--- config.mk ---
export PLATFORM = sky130hd
export DESIGN_NAME = seq_restoring_div
export DESIGN_NICKNAME = d
export VERILOG_FILES = /design/src/rtl/seq_restoring_div.sv
export SDC_FILE = /design/constraint.sdc
export NUM_CORES = 1
export LEC_CHECK = 0
export ABC_AREA = 1
export ABC_CLOCK_PERIOD_IN_PS = 1800
export CAP_MARGIN = 20
export CORE_MARGIN = 5
export CORE_UTILIZATION = 51
export DETAILED_ROUTE_END_ITERATION = 7
export PLACE_DENSITY_LB_ADDON = 0.08
export SLEW_MARGIN = 10
export SYNTH_ARGS = -nofsm -noshare
export SYNTH_HDL_FRONTEND = slang
export SYNTH_SLANG_ARGS = --single-unit
--- constraint.sdc ---
create_clock -name clk -period 1.8 [get_ports clk]
set_input_delay 0.27 -clock clk [delete_from_list [all_inputs] [get_ports clk]]
set_output_delay 0.27 -clock clk [all_outputs]
set_load 0.01 [all_outputs]
--- src/rtl/seq_restoring_div.sv ---
// Sequential unsigned restoring divider, one quotient bit per clock.
// Define SEQDIV_DIV0_EN for the early divide-by-zero exit.
module seq_restoring_div #(
  parameter int WIDTH = 8
) (
  input  logic             clk,
  input  logic             rst,
  input  logic             start,
  input  logic [WIDTH-1:0] dividend,
  input  logic [WIDTH-1:0] divisor,
  output logic             busy,
  output logic             done,
  output logic [WIDTH-1:0] quotient,
  output logic [WIDTH-1:0] remainder,
  output logic             div_by_zero
);

  localparam int CW = $clog2(WIDTH + 1);
  localparam logic [1:0] S_IDLE = 2'd0;
  localparam logic [1:0] S_RUN  = 2'd1;
  localparam logic [1:0] S_DONE = 2'd2;
  localparam logic [CW-1:0] LAST = CW'(WIDTH - 1);

  logic [1:0]       state_q, state_d;
  logic [WIDTH:0]   a_q, a_d;
  logic [WIDTH-1:0] q_q, q_d;
  logic [WIDTH-1:0] b_q, b_d;
  logic [CW-1:0]    cnt_q, cnt_d;
  logic [WIDTH-1:0] quo_q, quo_d;
  logic [WIDTH-1:0] rem_q, rem_d;
`ifdef SEQDIV_DIV0_EN
  logic             dbz_q, dbz_d;
`endif

  logic [WIDTH:0]   s;
  logic [WIDTH:0]   t;
  logic             bo;
  logic             accept;

  always_comb begin
    s = {a_q[WIDTH-1:0], q_q[WIDTH-1]};
    // Extra top bit of the wide difference is the borrow-out.
    {bo, t} = {1'b0, s} - {2'b00, b_q};
    accept = start && (state_q == S_IDLE || state_q == S_DONE);

    state_d = state_q;
    a_d     = a_q;
    q_d     = q_q;
    b_d     = b_q;
    cnt_d   = cnt_q;
    quo_d   = quo_q;
    rem_d   = rem_q;
`ifdef SEQDIV_DIV0_EN
    dbz_d   = dbz_q;
`endif

    if (accept) begin
      state_d = S_RUN;
      a_d     = '0;
      q_d     = dividend;
      b_d     = divisor;
      cnt_d   = '0;
`ifdef SEQDIV_DIV0_EN
      if (divisor == '0) begin
        state_d = S_DONE;
        quo_d   = '1;
        rem_d   = dividend;
        dbz_d   = 1'b1;
      end
`endif
    end else if (state_q == S_RUN) begin
      a_d   = bo ? s : t;
      q_d   = {q_q[WIDTH-2:0], ~bo};
      cnt_d = cnt_q + 1'b1;
      if (cnt_q == LAST) begin
        state_d = S_DONE;
        quo_d   = q_d;
        rem_d   = a_d[WIDTH-1:0];
`ifdef SEQDIV_DIV0_EN
        dbz_d   = 1'b0;
`endif
      end
    end else begin
      state_d = S_IDLE;
    end
  end

  always_ff @(posedge clk) begin
    if (rst) begin
      state_q <= S_IDLE;
      a_q     <= '0;
      q_q     <= '0;
      b_q     <= '0;
      cnt_q   <= '0;
      quo_q   <= '0;
      rem_q   <= '0;
`ifdef SEQDIV_DIV0_EN
      dbz_q   <= 1'b0;
`endif
    end else begin
      state_q <= state_d;
      a_q     <= a_d;
      q_q     <= q_d;
      b_q     <= b_d;
      cnt_q   <= cnt_d;
      quo_q   <= quo_d;
      rem_q   <= rem_d;
`ifdef SEQDIV_DIV0_EN
      dbz_q   <= dbz_d;
`endif
    end
  end

  assign busy      = (state_q == S_RUN);
  assign done      = (state_q == S_DONE);
  assign quotient  = quo_q;
  assign remainder = rem_q;
`ifdef SEQDIV_DIV0_EN
  assign div_by_zero = dbz_q;
`else
  assign div_by_zero = 1'b0;
`endif

endmodule
# ---- Word-level counts from Yosys, hierarchy flattened
# Index checks and enable logic that the tools add are counted.
dict set report op_classes {
  addsub 2
  n_eq_ne 4
  mux 6
  n_bitwise 3
  reduce_logical 7
}
# op count
set op_table {}
lappend op_table {{two-way mux 8 bit} 3}
lappend op_table {{subtractor 9 x 8 -> 10 bit} 1}
lappend op_table {{adder 4 x 1 -> 4 bit, second input constant} 1}
lappend op_table {{equality test 4 x 3 -> 1 bit, second input constant} 1}
lappend op_table {{two-way mux 1 bit} 3}
lappend op_table {{inequality test 3 x 1 -> 1 bit, second input constant} 1}
lappend op_table {{NOT 1 bit} 3}
lappend op_table {{AND reduction 3 bit} 1}
lappend op_table {{OR reduction 3 bit} 1}
lappend op_table {{equality test 2 x 1 -> 1 bit, second input constant} 1}
lappend op_table {{equality test 2 bit, second input constant} 1}
lappend op_table {{logical NOT 2 bit} 1}
lappend op_table {{nonzero test 2 bit} 1}
lappend op_table {{OR reduction 2 bit} 1}
lappend op_table {{logical AND 1 bit} 1}
lappend op_table {{logical OR 1 bit} 1}
dict set report word_totals {
  reg_bits 46
  input_bits 19
  out_inout_bits 19
}

# ---- Longest topological paths before layout
# Gate-level depths: netlist of the first run.
dict set report depth {
  ltp_word 5
  ltp_mapped 12
  mapped_depth_nobuf 12
}

# ---- Least setup slack after synthesis of the first run
# OpenSTA, ideal clock, no wires.
dict set report synth_path {
  kind {register -> register}
  start {reg b_q[6]}
  end {reg a_q[4]}
  t_arrival_ns 1.461
  slack_ns 0.230
  stages_incl_launch_ff 11
  path_buffers 0
  period_less_slack_ns 1.570
  cell_sequence {dfxtp_1 inv_1 ha_1 nand2_1 nand2_1 a21oi_4 nand3_4 nand2_2 nand3_2 nand2_1 inv_1}
}
dict set report synth_between {
  elab_chain_len 2
}
# element line
set synth_lines {}
lappend synth_lines {{start, declared} 27} ;# logic [WIDTH-1:0] b_q, b_d;
lappend synth_lines {{start signal, assigned} 93} ;# b_q <= '0;
lappend synth_lines {{start signal, assigned} 104} ;# b_q <= b_d;
lappend synth_lines {{subtractor 9 x 8 -> 10 bit} 43} ;# {bo, t} = {1'b0, s} - {2'b00, b_q};
lappend synth_lines {{two-way mux 8 bit} 72} ;# a_d = bo ? s : t;
lappend synth_lines {{end signal, assigned} 91} ;# a_q <= '0;
lappend synth_lines {{end signal, assigned} 102} ;# a_q <= a_d;
lappend synth_lines {{end, declared} 25} ;# logic [WIDTH:0] a_q, a_d;
# No other way between the ends.
# A chain may end at the register's enable or synchronous reset.

# ---- Final worst setup path of the first run
dict set report layout_path {
  start {reg state_q[0]}
  end {out busy}
}
dict set report layout_between {
  elab_chain_len 1
}
# element line
set layout_lines {}
lappend layout_lines {{start, declared} 24} ;# logic [1:0] state_q, state_d;
lappend layout_lines {{start signal, assigned} 101} ;# state_q <= state_d;
lappend layout_lines {{equality test 2 x 1 -> 1 bit} 114} ;# assign busy = (state_q == S_RUN);
lappend layout_lines {{end, declared} 11} ;# output logic busy,
# No other way between the ends.

==> results.md, run 1 <==
* Status: complete, no violations
* Avg Inst Size Synth at 7.25 sq um
* Yosys warns at 0
* Nets at 412
* Hold Path End: quotient[5]$_SDFFE_PP0P_
* Worst Reg2Reg Path Length in Cells at 9
* Fin Hold WS at 487 ps
* R2R setup slack at 90 ps
* Nature of the critical path startpoint: flip-flop
* Std-Cell Rows at 25
* Port buffer count at 36
* Top-area cell type share of the netlist area at 38.2%
* Remaining DRCs at 0
* Clock Path Buffers at 2
* Post-placement cell area at 2870 sq um
* Peak supply drop at 0.560 mV
* TritonRoute pass-1 iters at 6
* Reg2reg end: remainder[4]$_SDFFE_PP0P_
* Tcrit/Tclk final at 95.6%
* Power Density at 813 nW/um^2
* Worst Hold Launch: q_q[4]$_SDFFE_PP0P_
* Post-synth EDFFs at 0
* Wire per inst at 13.6 um
* Required @ worst endpoint at 1530 ps
* Cells after synthesis at around 330
* WP buf/inv at 2
* Maxcap violations at 0
* GRT Resource Usage Total at 19.7%
* Unique masters post-synth at 33
* Syn Nets at 362
* Final Hold Viols at 0
* Final slew viol count at 0
* Worst Hold Class: reg -> reg
* Via count at 2246
* Crit-path max cell delay at between 500 and 600 ps
* Die Y at 78.8 um
* Die Width at ~80 um
* Leak Pwr at 1.41 nW
* TritonCTS Sinks at 46
* DIE AREA at 6210 sq um
* Max Clock Skew at approximately 5.7 ps
* Crit-path max FO at 9
* Post-synthesis async set-or-reset flop share at 0%
* Placer Congestion at 0.900
* Commonest non-fill, non-tap cell in the layout: inv_1
* Post-synthesis register bit count at 46
* Leading area contributor after synthesis: dfxtp_1
* TritonCTS Buffers at 5
* Number of global-route vias before repair at 2072
* Largest net degree at the start of global routing at 23
* Arr. time, crit path at 1450 ps
* Top FF cell, synth: dfxtp_1
* Post-DP HPWL at 4.32 mm
* CP Capture Type: output port
* CP top delay family: buffers and inverters
* Hold_buf cts at 0
* R2R Path Start: a_q[6]$_SDFFE_PP0P_
* First-pass GRT wire length at ~9.5 mm
* Reg clk slew, reported paths at around 90 ps
* Starting density of the core at 51.8%
* ANT nets after route at 0
* Synth area leaders: dfxtp_1 (38%), inv_1 (8.4%), nand2_1 (7.9%), nor2_1 (7.3%), o21ai_0 (5.2%)
* Core area at 4660 sq um
* Crit-path cells: nand2_2 > inv_4 > clkdlybuf4s50_1
* Slowest-stage cell, CP: clkdlybuf4s50_1
* Post-DR vias/cell at 5.13
* Initial antenna violation count at 0
* Fmax at 0.581 GHz
* Diode count at 0
* Synthesized area at 2410 sq um
* DR iter-0 viols at 88
* Overall Power at about 0.0025 W
* RSZ-0062 raised after global routing: true
* Area delta synth->final at 29.4%
* CP Class: reg -> out
* Ports at 38
* # setup viols final at 0
* Ratio of cells with drive above 1 in the final layout at 17.2%
* Tmin final at 1720 ps
* Clk_lat worst skew at 310 ps
* Hold Crit Depth at 2
* Clk root buf: clkbuf_8
* Total grt overflow at 0
* Commonest non-fill, non-tap cells in the layout: inv_1 (51), nand2_1 (49), nor2_1 (47), dfxtp_1 (42), clkdlybuf4s50_1 (36)
* WL final at 5.98 mm
* Post-route cell area at roughly 3100 sq um
* TritonCTS clock tree: yes
* CTS H-tree lvls at 2
* Post-synthesis sequential area ratio at 38.2%
worst max path at each step:
| stage | slack [ps] | from | cells past startpoint | endpoint |
|---|---|---|---|---|
| 2_1_floorplan | 230 | b_q[6]$_SDFFE_PP0P_ | 10 | a_q[4]$_SDFFE_PP0P_ |
| 3_3_place_gp | 20 | a_q[1]$_SDFFE_PP0P_ | 11 | a_q[2]$_SDFFE_PP0P_ |
| 3_5_place_dp | -5 | a_q[1]$_SDFFE_PP0P_ | 11 | a_q[2]$_SDFFE_PP0P_ |
| 4_1_cts | 30 | state_q[0]$_SDFFE_PP0P_ | 3 | busy |
| 5_1_grt | -30 | b_q[5]$_SDFFE_PP0P_ | 10 | remainder[6]$_SDFFE_PP0P_ |
| 6_report | 80 | state_q[0]$_SDFFE_PP0P_ | 3 | busy |
power breakdown:
part           internal, W  total (W)  leakage [nW]  switching, W
Sequential         0.00107    0.00110         0.377     0.0000324
Combinational     0.000315   0.000771         0.982      0.000455
Clock             0.000309   0.000669        0.0472      0.000360
cell usage after synthesis (4+ instances only):
master and count:
a21oi_1 20, nand3_1 18, nand3_2 6, a221oi_1 5
nand2_1 51, o21ai_0 25, nand2_2 7, buf_2 4
dfxtp_1 46, nand4_1 10, inv_1 54, nor2_1 47
ha_1 9
stage by stage:
step | std cells | utilization [%] | worst slack (ps) | setup TNS (ps)
detailed placement | 424 | 61.6 | -5.07 | -5.07
global route | 438 | 67.0 | -25.7 | -93.7
CTS | 433 | 64.0 | 30.9 | 0
floorplan | 333 | - | 230 | 0
finish | 438 | 67.0 | 79.1 | 0
global placement | 424 | 61.6 | 22.2 | 0
cell families (layout without fill, tap and decap cells):
kind of cell             Yosys count  after routing  share of synthesized area, %
AO/OA/AOI/OAI                     56             56                          13.3
flip-flops                        46             46                          38.2
XOR/XNOR                           2              2                         0.726
other                              1              1                         0.155
buffers and inverters             69            117                          12.2
AND/OR/NAND/NOR                  149            152                          30.0
adder cells (fa/ha/maj)           10             10                          5.50
repair_timing:
action | 4_1_cts | 5_1_grt
buffers inserted | 0 | 3
resized for setup | 1 | 21
pin swaps | 1 | 6
setup endpoints to repair | 4 | 19
hold endpoints to repair | 0 | 0
gates cloned | 1 | 2
area by class of cell:
type                       instances  area, sq um
multi-input combinational        221         1320
clock buffer                       6         82.6
tap                               54         67.6
inverter                          57          216
fill                             416         1540
sequential                        46          926
clock inverter                     2         12.5
timing repair buffer              52          497
layer usage:
metal  GRT usage [%]  routed length (um)
met5               0                   0
met4            6.64                 125
met3            4.65                 278
met2            33.9                2890
met1            24.0                2690
worst register-to-register path: stages (launching register included):
cell	delay, ps
dfxtp_1	370
ha_4	310
nand2_1	90
nor2_4	270
buf_6	140
nand2_2	80
nand4_1	150
nand3_2	90
nand2_1	70
inv_1	50
flip-flops by register name, summed over array words and instances, names as in the netlist:
register / flops
state_q: 2
cnt_q: 4
b_q: 8
q_q: 8
remainder: 8
quotient: 8
a_q: 8
No activity file was read; power rests on OpenSTA's default activity.
==> run 2: changes to the inputs <==
Settings changed: CTS_CLUSTER_DIAMETER from default to 60.
==> results of run 2 <==
Same layout as run 1: the final DEF is identical, and so are final timing and power.
